**config.mk**
```make
export PLATFORM = sky130hd
export DESIGN_NAME = mem_arbiter
export DESIGN_NICKNAME = d
export VERILOG_FILES = /design/src/rtl/mem_arb_pkg.sv /design/src/rtl/mem_arbiter_rr2.sv /design/src/rtl/mem_arbiter.sv
export SDC_FILE = /design/constraint.sdc
export NUM_CORES = 1
export LEC_CHECK = 0
export ABC_AREA = 1
export ABC_CLOCK_PERIOD_IN_PS = 2800
export BUFFER_PORTS_ARGS = -buffer_cell sky130_fd_sc_hd__buf_4
export CORE_AREA = 4 4 83 85
export CTS_CLUSTER_DIAMETER = 150
export DETAILED_ROUTE_END_ITERATION = 8
export DIE_AREA = 0 0 87 89
export PLACE_DENSITY = 0.7
export SLEW_MARGIN = 20
export SYNTH_ARGS = -nofsm -noshare
export SYNTH_HDL_FRONTEND = slang
export SYNTH_SLANG_ARGS = --single-unit
export TNS_END_PERCENT = 100
```
**constraint.sdc**
```tcl
create_clock -name i_clock -period 2.8 [get_ports i_clock]
set_input_delay 0.84 -clock i_clock [delete_from_list [all_inputs] [get_ports i_clock]]
set_output_delay 0.84 -clock i_clock [all_outputs]
set_load 0.1 [all_outputs]
```
**src/rtl/mem_arb_pkg.sv**
```systemverilog
// ---------------------------------------------------------------------------
// mem_arb_pkg
// Shared types and constants for the two-requester memory arbiter.
//   arbState_t  : arbiter FSM state (no owner / owner holding a burst)
//   reqId_t     : requester index, 0 = CPU, 1 = DMA/bootloader
//   ADDR_W      : default word-address width
//   DATA_W      : default data width
//   otherReq    : the requester that is not the given one
//   idToOneHot  : requester index as a 2-bit one-hot grant vector
// ---------------------------------------------------------------------------
package mem_arb_pkg;

    localparam int ADDR_W = 16;
    localparam int DATA_W = 32;

    typedef enum logic {
        ST_OPEN   = 1'b0,
        ST_LOCKED = 1'b1
    } arbState_t;

    typedef logic reqId_t;

    // With only two requesters the "other" one is simply the inverted index.
    function automatic reqId_t otherReq(input reqId_t id);
        return ~id;
    endfunction

    function automatic logic [1:0] idToOneHot(input reqId_t id);
        return (id == 1'b1) ? 2'b10 : 2'b01;
    endfunction

endpackage

```
**src/rtl/mem_arbiter_rr2.sv**
```systemverilog
// ---------------------------------------------------------------------------
// arb_rr2
// Purely combinational two-way round-robin picker. A lone request is granted
// directly; on a tie the requester that did not win most recently is chosen.
//   i_req  [1:0] : request vector, bit n = requester n
//   i_last       : requester granted most recently
//   o_gnt  [1:0] : one-hot grant (all zero when nobody requests)
// ---------------------------------------------------------------------------
module arb_rr2
    import mem_arb_pkg::*;
(
    input  logic [1:0] i_req,
    input  reqId_t     i_last,
    output logic [1:0] o_gnt
);

    // Tie-break favours whoever is not i_last, which is what makes the
    // alternation fair under continuous contention.
    always_comb begin
        o_gnt = 2'b00;
        case (i_req)
            2'b01:   o_gnt = 2'b01;
            2'b10:   o_gnt = 2'b10;
            2'b11:   o_gnt = idToOneHot(otherReq(i_last));
            default: o_gnt = 2'b00;
        endcase
    end

endmodule

```
**src/rtl/mem_arbiter.sv**
```systemverilog
// ---------------------------------------------------------------------------
// mem_arbiter
// Shares one single-port synchronous memory between the CPU (requester 0) and
// a second bus master (requester 1). At most one access is granted per cycle,
// grants are combinational, ties are resolved round-robin, and a master can
// hold the memory for a locked burst of up to MAX_BURST consecutive grants
// before being forced to yield to a waiting competitor.
//
// Ports
//   i_clock, i_reset            : clock, synchronous active-high reset
//   i_req0/1, i_we0/1           : request and write (1) / read (0)
//   i_addr0/1, i_wdata0/1       : access address and write data
//   i_lock0/1                   : ask to keep the grant next cycle
//   o_gnt0/1                    : grant, access performed this cycle
//   o_rvalid0/1                 : read data valid for last cycle's read
//   o_rdata                     : shared read data, qualified by o_rvalidN
//   o_mem_addr/we/wdata         : memory command from the granted requester
//   i_mem_rdata                 : memory read data, one cycle after address
// ---------------------------------------------------------------------------
module mem_arbiter #(
    parameter int ADDR_W    = mem_arb_pkg::ADDR_W,
    parameter int DATA_W    = mem_arb_pkg::DATA_W,
    parameter int MAX_BURST = 8
) (
    input  logic              i_clock,
    input  logic              i_reset,
    input  logic              i_req0,
    input  logic              i_req1,
    input  logic              i_we0,
    input  logic              i_we1,
    input  logic [ADDR_W-1:0] i_addr0,
    input  logic [ADDR_W-1:0] i_addr1,
    input  logic [DATA_W-1:0] i_wdata0,
    input  logic [DATA_W-1:0] i_wdata1,
    input  logic              i_lock0,
    input  logic              i_lock1,
    output logic              o_gnt0,
    output logic              o_gnt1,
    output logic              o_rvalid0,
    output logic              o_rvalid1,
    output logic [DATA_W-1:0] o_rdata,
    output logic [ADDR_W-1:0] o_mem_addr,
    output logic              o_mem_we,
    output logic [DATA_W-1:0] o_mem_wdata,
    input  logic [DATA_W-1:0] i_mem_rdata
);

    import mem_arb_pkg::*;

    localparam int               CNT_W   = $clog2(MAX_BURST + 1);
    localparam logic [CNT_W-1:0] CNT_MAX = CNT_W'(MAX_BURST);
    localparam logic [CNT_W-1:0] CNT_ONE = CNT_W'(1);

    arbState_t        r_state;
    reqId_t           r_owner;
    reqId_t           r_lastGnt;
    logic [CNT_W-1:0] r_burstCnt;
    logic             r_rvalid0;
    logic             r_rvalid1;

    logic [1:0]       w_req;
    logic [1:0]       w_rrGnt;
    logic [1:0]       w_gnt;
    logic             w_ownerReq;
    logic             w_otherReq;
    logic             w_burstFull;
    logic             w_lockedActive;
    logic             w_continueBurst;
    logic             w_granted;
    reqId_t           w_gntId;
    logic             w_gntLock;

    assign w_req       = {i_req1, i_req0};
    assign w_ownerReq  = w_req[r_owner];
    assign w_otherReq  = w_req[otherReq(r_owner)];
    assign w_burstFull = (r_burstCnt >= CNT_MAX);

    // The lock only matters while the owner keeps requesting; an owner that
    // drops its request hands control back to plain round-robin this cycle.
    assign w_lockedActive  = (r_state == ST_LOCKED) && w_ownerReq;
    assign w_continueBurst = w_lockedActive && !w_burstFull;

    arb_rr2 u_rr2 (
        .i_req  (w_req),
        .i_last (r_lastGnt),
        .o_gnt  (w_rrGnt)
    );

    // Grant selection. A locked owner keeps the memory until its burst count
    // reaches MAX_BURST; at that point a waiting competitor is served once,
    // otherwise the owner simply carries on with a fresh count.
    always_comb begin
        w_gnt = 2'b00;
        if (i_reset) begin
            w_gnt = 2'b00;
        end else if (w_lockedActive) begin
            if (w_burstFull && w_otherReq) begin
                w_gnt = idToOneHot(otherReq(r_owner));
            end else begin
                w_gnt = idToOneHot(r_owner);
            end
        end else begin
            w_gnt = w_rrGnt;
        end
    end

    assign w_granted = |w_gnt;
    assign w_gntId   = w_gnt[1];
    assign w_gntLock = w_gntId ? i_lock1 : i_lock0;

    // Memory command mux. Everything is forced to zero without a grant so the
    // memory never sees a stray write enable.
    always_comb begin
        o_mem_addr  = '0;
        o_mem_we    = 1'b0;
        o_mem_wdata = '0;
        if (w_gnt[0]) begin
            o_mem_addr  = i_addr0;
            o_mem_we    = i_we0;
            o_mem_wdata = i_wdata0;
        end else if (w_gnt[1]) begin
            o_mem_addr  = i_addr1;
            o_mem_we    = i_we1;
            o_mem_wdata = i_wdata1;
        end
    end

    // Lock/burst FSM. Every grant records the winner for round-robin and
    // becomes the owner; the granted requester's lock decides whether the
    // next cycle is LOCKED. The burst count only advances when the same
    // owner continues below the cap, otherwise a new burst starts at one.
    // The explicit saturation guard keeps the counter from ever wrapping.
    always_ff @(posedge i_clock) begin
        if (i_reset) begin
            r_state    <= ST_OPEN;
            r_owner    <= 1'b0;
            r_lastGnt  <= 1'b1;
            r_burstCnt <= '0;
        end else if (w_granted) begin
            r_lastGnt <= w_gntId;
            r_owner   <= w_gntId;
            if (w_continueBurst) begin
                r_burstCnt <= (r_burstCnt == CNT_MAX) ? CNT_MAX : r_burstCnt + CNT_ONE;
            end else begin
                r_burstCnt <= CNT_ONE;
            end
            r_state <= w_gntLock ? ST_LOCKED : ST_OPEN;
        end else begin
            r_state <= ST_OPEN;
        end
    end

    // Read-valid strobes follow a granted read by exactly one cycle, matching
    // the synchronous memory latency. Reset drops anything in flight.
    always_ff @(posedge i_clock) begin
        if (i_reset) begin
            r_rvalid0 <= 1'b0;
            r_rvalid1 <= 1'b0;
        end else begin
            r_rvalid0 <= w_gnt[0] & ~i_we0;
            r_rvalid1 <= w_gnt[1] & ~i_we1;
        end
    end

    assign o_gnt0    = w_gnt[0];
    assign o_gnt1    = w_gnt[1];
    assign o_rvalid0 = r_rvalid0;
    assign o_rvalid1 = r_rvalid1;
    assign o_rdata   = i_mem_rdata;

endmodule

```
==> results.sh, run 1 <==
export IMPL_io_buffers=156
export IMPL_yosysSeqAreaShare=0.130
export IMPL_post_cts_hold_buffer_count=0
export IMPL_min_path_type="reg2reg"
export IMPL_synth_flop_cell="dfxtp_1"
export IMPL_rows=29
export IMPL_detail_route_vias_per_cell=4.73
export IMPL_synth_top_cells_by_area="nand2_1 (43%), buf_4 (17%), dfxtp_1 (13%)"
export IMPL_syn_mean_instance_area_sq_um=5.23
export IMPL_cap_violations=0
export IMPL_synth_top_area_share=0.429
export IMPL_netlist_area_sq_mm=0.00139
export IMPL_ant_nets=0
export IMPL_grt_overflow_total=0
export IMPL_layout_core_utilization=0.692
export IMPL_final_design_area_no_fill_sq_mm=0.00429
export IMPL_required_ns=1.96
export IMPL_grt_met3_usage=0.0396
export IMPL_nNetsFinal=554
export IMPL_number_of_global_route_vias_before_repair=2024
export IMPL_wl_microns=8960
export IMPL_start_util=0.224
export IMPL_cts_tree="built"
export IMPL_slew_violations=0
export IMPL_vdd_ir_drop_max_v=0.000318
export IMPL_clock_root_buffer="clkbuf_8"
export IMPL_groute_layer_met2_usage=0.295
export IMPL_area_growth_pct=209
export IMPL_synth_edff_count=0
export IMPL_post_synth_top_count_cell="nand2_1"
export IMPL_core_area_sq_mm=0.00620
export IMPL_grt_setup_unrepaired="yes"
export IMPL_clk_insertion_delay_late_ns=0.24
export IMPL_drtPass1Iterations=4
export IMPL_detailedPlacementHpwl_microns=4850
export IMPL_clk_pin_slew_worst_paths_ns=0.04
export IMPL_drc_violation_total_after_the_first_tritonroute_iteration=76
export IMPL_die_height_microns=89
export IMPL_ys_seq_elements=9
export IMPL_max_slew_margin=0.755
export IMPL_maximum_number_of_pins_on_one_net_before_global_route_repair=28
export IMPL_cellLeakagePower_nw=2.19
export IMPL_io_pin_count=221
export IMPL_grt_util_met1=0.162
export IMPL_htree_levels=1
export IMPL_yosysWarningCount=0
export IMPL_num_vias=2329
export IMPL_syn_inst=266
export IMPL_power_internal_mw=0.940
export IMPL_route_detailed_drc=0
export IMPL_setup_worst_path_start_class="primary input"
export IMPL_layout_setup_ws_ns=-0.121
export IMPL_antenna_diode_count=0
export IMPL_number_of_antenna_violations_at_the_first_check_in_global_routing=0
export IMPL_power_per_cell_area_mw_per_mm2=499
export IMPL_net_switching_power_of_the_design_mw=1.20
export IMPL_placed_cell_area_sq_mm=0.00282
export IMPL_post_synth_top_area_cell="nand2_1"
export IMPL_track_usage=0.153
export IMPL_hold_end="r_burstCnt[2]"
export IMPL_seq_power_share=0.075
export IMPL_crit_fanout=8
export IMPL_fin_skew_ns=0.00338
export IMPL_drt_wirelength_per_cell_microns=18.2
export IMPL_global_route_wire_length_before_repair_microns=9430
export IMPL_layout_min_cycle_time_ns=2.92
export IMPL_cts_sinks=9
export IMPL_most_used_routing_layer="met2"
export IMPL_rr_endpoint="r_burstCnt[1]"
export IMPL_fin_crit_sh=1.04
export IMPL_ff2ff_setup_slack_ns=0.94
export IMPL_fp_dieW_microns=87
export IMPL_worst_r2r_path_depth=13
export IMPL_run_status="finished with violations"
export IMPL_synth_top_cells_by_count="nand2_1 (159), buf_4 (32), inv_1 (14)"
export IMPL_cts_inserted_buffers=3
export IMPL_setup_violations_final=49
export IMPL_pwr_share_clk=0.072
export IMPL_reg2reg_from="r_owner"
export IMPL_min_delay_path_depth=2
export IMPL_post_synth_cell_types=20
export IMPL_timing_critical_path_arrival_ns=2.08
export IMPL_critical_path_endpoint_type="primary output"
export IMPL_synthesis_nets=404
export IMPL_globalplace_congestion=0.826
export IMPL_power_switching_share=0.562
export IMPL_worst_slew_pin_transition_ns=0.367
export IMPL_fp_dieArea_sq_mm=0.00774
export IMPL_timing_hold_worst_start="r_burstCnt[2]"
export IMPL_timing_fmax_mhz=342
export IMPL_hold_violations=0
export IMPL_comb_power_frac=0.852
export IMPL_ys_async_rst_share=0
export IMPL_worst_setup_path_type="in2out"
export IMPL_max_clock_path_buffers=2
export IMPL_post_route_cells_drive_above_1_share=0.786
export IMPL_violations="negative setup slack"
-- how the worst max path moves through the flow --
| stage | cells past startpoint | to | start | slack (ns) |
|---|---|---|---|---|
| final | 10 | o_mem_wdata[0] | i_req0 | -0.12 |
| after global routing | 10 | o_mem_wdata[23] | i_req1 | -0.20 |
| after CTS | 13 | o_mem_wdata[14] | i_req1 | -0.07 |
| after detailed placement | 12 | o_mem_wdata[22] | i_req1 | -0.20 |
| after global placement | 10 | o_mem_wdata[18] | i_req0 | -0.15 |
| after floorplan | 10 | o_mem_addr[10] | i_req1 | -0.13 |
-- critical path, cell delays in order --
cell and delay [ns]:
buf_6 0.09, nor2_4 0.04, nor2_1 0.23, nand3_4 0.11
nand3_4 0.11, clkinv_8 0.11, clkbuf_16 0.18, nand2_1 0.11
nand2_4 0.07, buf_12 0.16
-- placed cells by master, fill, tap and decap left out, types with 3 or more instances in the layout --
| cell type | instances |
|---|---|
| nand2_2 | 38 |
| buf_4 | 117 |
| nand2_4 | 84 |
| inv_1 | 13 |
| nand3_1 | 5 |
| clkbuf_16 | 7 |
| buf_6 | 7 |
| nor2_1 | 10 |
| nand3_4 | 4 |
| clkbuf_8 | 3 |
| dfxtp_1 | 9 |
| nand2_1 | 38 |
| buf_12 | 55 |
-- stage by stage --
| step | total power [mW] | setup slack, ns | instances | setup TNS, ns | hold slack (ns) |
|---|---|---|---|---|---|
| floorplan | 1.33 | -0.134 | 266 | -1.31 | 0.476 |
| global placement | 1.43 | -0.148 | 470 | -6.31 | 0.504 |
| detailed placement | 1.44 | -0.199 | 470 | -8.00 | 0.503 |
| CTS | 1.94 | -0.0670 | 483 | -0.759 | 0.509 |
| global route | 2.21 | -0.201 | 492 | -7.02 | 0.543 |
| finish | 2.14 | -0.121 | 492 | -3.36 | 0.511 |
-- sequential cells by signal, summed over array words and instances (netlist names) --
| signal | flops |
|---|---|
| r_burstCnt | 4 |
| o_rvalid0 | 1 |
| o_rvalid1 | 1 |
| r_lastGnt | 1 |
| r_owner | 1 |
| r_state | 1 |
-- power by group through the flow --
| stage | logic, mW | clock network, mW | registers, mW |
|---|---|---|---|
| 5_1_grt | 1.88 | 0.162 | 0.163 |
| 6_report | 1.83 | 0.155 | 0.162 |
| 2_1_floorplan | 1.16 | 0 | 0.169 |
| 4_1_cts | 1.63 | 0.159 | 0.157 |
| 3_3_place_gp | 1.28 | 0 | 0.156 |
| 3_5_place_dp | 1.29 | 0 | 0.157 |
-- final cells by class --
class	instances	area (sq um)
clock buffers	4	45.0
fillers	425	1910
inverters	17	93.8
multi-input cells	198	1630
flip-flops and latches	9	180
well taps	77	96.3
repair buffers	187	2250
-- kinds of logic after synthesis --
kind of cell,synth area share
buffers and inverters,0.273
XOR/XNOR,0.00630
adder cells (fa/ha/maj),0.0180
AND/OR/NAND/NOR,0.536
AO/OA/AOI/OAI,0.0378
flip-flops,0.130
-- layer usage --
metal	wire (microns)	vias to the layer above
met3	827	22
met5	0	-
met4	263	0
met1	2990	1096
met2	4870	137
li1	-	1074
-- timing repair --
action,CTS,global route
setup endpoints to repair,51,50
buffers inserted,7,1
resized for setup,172,125
pin swaps,3,12
gates cloned,2,10
Note: power is estimated with default switching activity, not from simulation.
==> run 2, diff against run 1 <==
Settings changed: CELL_PAD_IN_SITES_DETAIL_PLACEMENT set to 2, CELL_PAD_IN_SITES_GLOBAL_PLACEMENT set to 2, CORE_AREA 4 4 83 85 to not set, CORE_MARGIN set to 4, CORE_UTILIZATION set to 10, CTS_BUF_LIST set to sky130_fd_sc_hd__clkbuf_8, DIE_AREA 0 0 87 89 to not set, PLACE_DENSITY 0.7 to 0.82, SKIP_LAST_GASP set to 1.
==> results.sh, run 2 (synthesis results as in run 1) <==
export IMPL_run_status="finished with violations"
export IMPL_violations="negative setup slack"
export IMPL_fp_dieW_microns=126
export IMPL_min_path_type="reg2reg"
export IMPL_max_slew_margin=0.781
export IMPL_most_frequent_cells_in_the_layout="buf_4 (114), nand2_4 (73), buf_12 (57)"
export IMPL_core_area_sq_mm=0.0135
export IMPL_met1Wirelength_microns=3530
export IMPL_setup_worst_path_start_class="primary input"
export IMPL_layout_min_cycle_time_ns=2.90
export IMPL_place_detailed_instances=570
export IMPL_cellLeakagePower_nw=2.09
export IMPL_vdd_ir_drop_max_v=0.000290
export IMPL_post_route_cells_drive_above_1_share=0.770
export IMPL_maximum_number_of_pins_on_one_net_before_global_route_repair=20
export IMPL_critical_path_top_delay_family="buffers and inverters"
export IMPL_timing_fmax_mhz=345
export IMPL_start_util=0.103
export IMPL_final_design_area_no_fill_sq_mm=0.00428
export IMPL_cts_sinks=9
export IMPL_flip_flop_count_of_the_largest_register_all_copies_and_words_added=4
export IMPL_number_of_global_route_vias_before_repair=2731
export IMPL_fin_crit_sh=1.03
export IMPL_htree_levels=1
export IMPL_final_fill_count=1500
export IMPL_detailroute_wirelength_met3_microns=500
export IMPL_die_height_microns=126
export IMPL_drt_wirelength_per_cell_microns=17.5
export IMPL_detail_route_vias_per_cell=3.82
export IMPL_cap_violations=0
export IMPL_cts_tree="built"
export IMPL_highest_routing_layer_actually_used="met4"
export IMPL_grt_setup_unrepaired="yes"
export IMPL_multi_input_comb_area_sq_mm=0.00156
export IMPL_clk_pin_slew_worst_paths_ns=0.05
export IMPL_clock_root_buffer="clkbuf_8"
export IMPL_worst_slew_pin_transition_ns=0.328
export IMPL_worst_setup_path_type="in2out"
export IMPL_cp_num_buf_inv=6
export IMPL_ant_nets=0
export IMPL_layout_commonest_cell="buf_4"
export IMPL_nNetsFinal=548
export IMPL_power_mw=2.12
export IMPL_clk_insertion_delay_late_ns=0.24
export IMPL_timing_critical_path_slowest_cell_delay_ns=0.17
export IMPL_track_usage=0.121
export IMPL_power_per_cell_area_mw_per_mm2=495
export IMPL_slew_violations=0
export IMPL_timing_critical_path_arrival_ns=2.06
export IMPL_global_route_wire_length_before_repair_microns=15300
export IMPL_max_flop_register="r_burstCnt"
export IMPL_routed_length_on_met2_microns=6140
export IMPL_max_clock_path_buffers=2
export IMPL_critical_path_endpoint_type="primary output"
export IMPL_route_detailed_drc=0
export IMPL_wl_microns=10200
export IMPL_cp_slowest_cell="buf_12"
export IMPL_number_of_antenna_violations_at_the_first_check_in_global_routing=0
export IMPL_final_hold_worst_slack_ns=0.549
export IMPL_totalNegativeSetupSlack_ns=-2.42
export IMPL_drtPass1Iterations=4
export IMPL_crit_fanout=7
export IMPL_antenna_diode_count=0
export IMPL_worstPathCellList="buf_8 > inv_4 > nand2_4 > nand2_4 > nor2_4 > nand3_2 > nand3_4 > inv_4 > buf_6 > buf_16 > nand2_1 > nand2_2 > buf_12"
export IMPL_setup_violations_final=45
export IMPL_placed_cell_area_sq_mm=0.00295
export IMPL_num_vias=2236
export IMPL_required_ns=1.96
export IMPL_rows=42
export IMPL_cts_inserted_buffers=3
export IMPL_io_buffers=156
export IMPL_fin_skew_ns=0.00351
export IMPL_hold_violations=0
export IMPL_area_growth_pct=208
export IMPL_fp_dieArea_sq_mm=0.0159
export IMPL_io_pin_count=221
export IMPL_drc_violation_total_after_the_first_tritonroute_iteration=36
export IMPL_layout_setup_ws_ns=-0.0968
export IMPL_seq_area_sq_um=180
export IMPL_finalNonFillerCells=585
export IMPL_grt_overflow_total=0
export IMPL_globalplace_congestion=0.801
export IMPL_detailedPlacementHpwl_microns=7020
==> run 2: worst reg2reg max path, stage by stage (launching register included) <==
cell	delay, ns
dfxtp_1	0.51
inv_2	0.11
nand2_2	0.11
nand3_4	0.09
nand2_2	0.10
nand3_4	0.11
buf_6	0.15
nand2_4	0.07
buf_4	0.13
inv_1	0.05
nor2_1	0.09
nor2_1	0.05
==> run 2: report_power, final <==
group | switching, mW | internal (mW) | leakage, nW | total [mW]
Sequential | 0.0187 | 0.143 | 0.0743 | 0.162
Clock | 0.0614 | 0.0963 | 0.0269 | 0.158
Combinational | 1.12 | 0.680 | 1.98 | 1.80
==> run 2: area by class of cell <==
class | instances | area share
clock buffer | 3 | 0.00965
timing repair buffer | 181 | 0.513
sequential | 9 | 0.0421
tap | 176 | 0.0514
clock inverter | 1 | 0.000877
inverter | 17 | 0.0190
multi-input combinational | 198 | 0.364
==> run 2: final timing paths <==
kind                                     from              to  slack [ns]  depth (start not counted)
worst max register to register        r_owner   r_burstCnt[0]        1.13                         11
worst min-delay path            r_burstCnt[2]   r_burstCnt[2]        0.55                          2
worst max-delay path                   i_req1  o_mem_wdata[2]        -0.1                         13
worst min register to register  r_burstCnt[2]   r_burstCnt[2]        0.55                          2
==> run 2: what timing repair did <==
action,in CTS,in global routing
buffers inserted,6,1
pin swaps,5,11
hold buffers,0,0
setup endpoints to repair,51,51
gates resized for setup,221,67
cloned,6,1
==> run 2: routing by layer <==
metal | vias up | GRT usage
met2 | 103 | 0.253
met1 | 1071 | 0.127
li1 | 1057 | -
met5 | - | 0
met4 | 0 | 0.0164
met3 | 5 | 0.0207
==> run 2: per-stage QoR <==
stage / util / setup slack, ns
after floorplan: - / -0.134
after global placement: 0.219 / -0.213
after detailed placement: 0.219 / -0.266
after CTS: 0.302 / -0.118
after global routing: 0.318 / -0.164
final: 0.318 / -0.0968
==> run 3, diff against run 2 <==
Settings changed: CTS_BUF_LIST sky130_fd_sc_hd__clkbuf_8 to not set, CTS_CLUSTER_DIAMETER 150 to 30.
==> results.sh, run 3 (synthesis results as in run 1) <==
export IMPL_run_status="finished with violations"
export IMPL_violations="negative setup slack"
export IMPL_antenna_diode_count=0
export IMPL_number_of_antenna_violations_at_the_first_check_in_global_routing=0
export IMPL_crit_fanout=19
export IMPL_setup_worst_path_start_class="primary input"
export IMPL_fp_dieW_microns=126
export IMPL_post_route_cells_drive_above_1_share=0.783
export IMPL_rows=42
export IMPL_worst_slew_pin_transition_ns=0.338
export IMPL_cellLeakagePower_nw=2.07
export IMPL_track_usage=0.121
export IMPL_area_growth_pct=205
export IMPL_place_detailed_instances=570
export IMPL_layout_core_utilization=0.315
export IMPL_cts_sinks=9
export IMPL_final_design_area_no_fill_sq_mm=0.00424
export IMPL_io_buffers=156
export IMPL_slew_violations=0
export IMPL_globalplace_congestion=0.801
export IMPL_maximum_number_of_pins_on_one_net_before_global_route_repair=20
export IMPL_setup_violations_final=47
export IMPL_wl_microns=10300
export IMPL_nNetsFinal=544
export IMPL_critical_path_endpoint_type="primary output"
export IMPL_cap_violations=0
export IMPL_core_area_sq_mm=0.0135
export IMPL_fin_crit_sh=1.03
export IMPL_cts_inserted_buffers=3
export IMPL_htree_levels=1
export IMPL_multi_input_comb_area_sq_mm=0.00156
export IMPL_start_util=0.103
export IMPL_fp_dieArea_sq_mm=0.0159
export IMPL_clock_root_buffer="clkbuf_16"
export IMPL_clk_pin_slew_worst_paths_ns=0.04
export IMPL_max_flop_register="r_burstCnt"
export IMPL_placed_cell_area_sq_mm=0.00295
export IMPL_num_vias=2238
export IMPL_number_of_global_route_vias_before_repair=2706
export IMPL_reg2reg_from="r_owner"
export IMPL_layout_setup_ws_ns=-0.0865
export IMPL_ant_nets=0
export IMPL_finalNonFillerCells=581
export IMPL_fin_skew_ns=0.00724
export IMPL_min_path_type="reg2reg"
export IMPL_required_ns=1.96
export IMPL_vdd_ir_drop_max_v=0.000286
export IMPL_detailedPlacementHpwl_microns=7020
export IMPL_drc_violation_total_after_the_first_tritonroute_iteration=17
export IMPL_drtPass1Iterations=2
export IMPL_drt_wirelength_per_cell_microns=17.7
export IMPL_max_clock_path_buffers=2
export IMPL_global_route_wire_length_before_repair_microns=15200
export IMPL_worst_setup_path_type="in2out"
export IMPL_detail_route_vias_per_cell=3.85
export IMPL_cts_tree="built"
export IMPL_layout_commonest_cell="buf_4"
export IMPL_final_fill_count=1513
export IMPL_flip_flop_count_of_the_largest_register_all_copies_and_words_added=4
export IMPL_power_per_cell_area_mw_per_mm2=519
export IMPL_timing_fmax_mhz=346
export IMPL_layout_min_cycle_time_ns=2.89
export IMPL_max_slew_margin=0.774
export IMPL_seq_area_sq_um=180
export IMPL_timing_critical_path_arrival_ns=2.05
export IMPL_timing_hold_worst_start="r_burstCnt[2]"
export IMPL_hold_violations=0
export IMPL_clk_insertion_delay_late_ns=0.24
export IMPL_route_detailed_drc=0
export IMPL_grt_setup_unrepaired="yes"
export IMPL_most_frequent_cells_in_the_layout="buf_4 (113), nand2_4 (75), buf_12 (56)"
export IMPL_grt_overflow_total=0
export IMPL_post_cts_hold_buffer_count=0
export IMPL_die_height_microns=126
export IMPL_crit_path_start="i_req1"
export IMPL_io_pin_count=221
run 3: worst max-delay path, cell delays in order:
cell	delay, ns
buf_8	0.08
inv_4	0.03
nand2_4	0.08
nand2_4	0.06
nor2_4	0.12
nand3_2	0.07
nand3_2	0.10
clkinv_4	0.12
buf_12	0.18
nand2_1	0.11
nand2_4	0.06
buf_12	0.16
run 3: cell type report:
type,count,share of cell area
clock buffer,4,0.0186
inverter,17,0.0192
multi-input combinational,198,0.368
sequential,9,0.0425
tap,176,0.0520
timing repair buffer,177,0.499
run 3: worst paths after layout:
kind	end	slack [ns]	cells past startpoint
setup / recovery	o_mem_wdata[26]	-0.09	12
hold / removal	r_burstCnt[2]	0.54	2
setup reg to reg	r_state	1.13	10
hold reg to reg	r_burstCnt[2]	0.54	2
run 3: what timing repair did:
action                     in CTS  in global routing
setup buffers                   3                  2
gates cloned                    5                  0
pin swaps                       9                 24
setup endpoints to repair      51                 51
gates resized for setup       210                 80
run 3: metal layers:
layer | track usage | vias up | share of wire
met5 | 0 | - | 0
met1 | 0.126 | 1083 | 0.35
li1 | - | 1046 | -
met2 | 0.252 | 101 | 0.59
met3 | 0.0203 | 8 | 0.047
met4 | 0.0202 | 0 | 0.0087
run 3: where the power goes:
| part | internal [mW] | switching [mW] | leakage [nW] |
|---|---|---|---|
| Clock | 0.191 | 0.0715 | 0.0382 |
| Combinational | 0.658 | 1.12 | 1.95 |
| Sequential | 0.143 | 0.0185 | 0.0743 |
run 3: per-stage QoR:
stage | worst slack (ns) | total power [mW] | hold WS (ns) | TNS (ns)
6_report | -0.0865 | 2.20 | 0.543 | -2.75
5_1_grt | -0.154 | 2.28 | 0.595 | -6.07
4_1_cts | -0.123 | 2.15 | 0.539 | -2.42
3_5_place_dp | -0.266 | 1.47 | 0.527 | -10.88
3_3_place_gp | -0.213 | 1.45 | 0.509 | -8.13
2_1_floorplan | -0.134 | 1.33 | 0.476 | -1.31
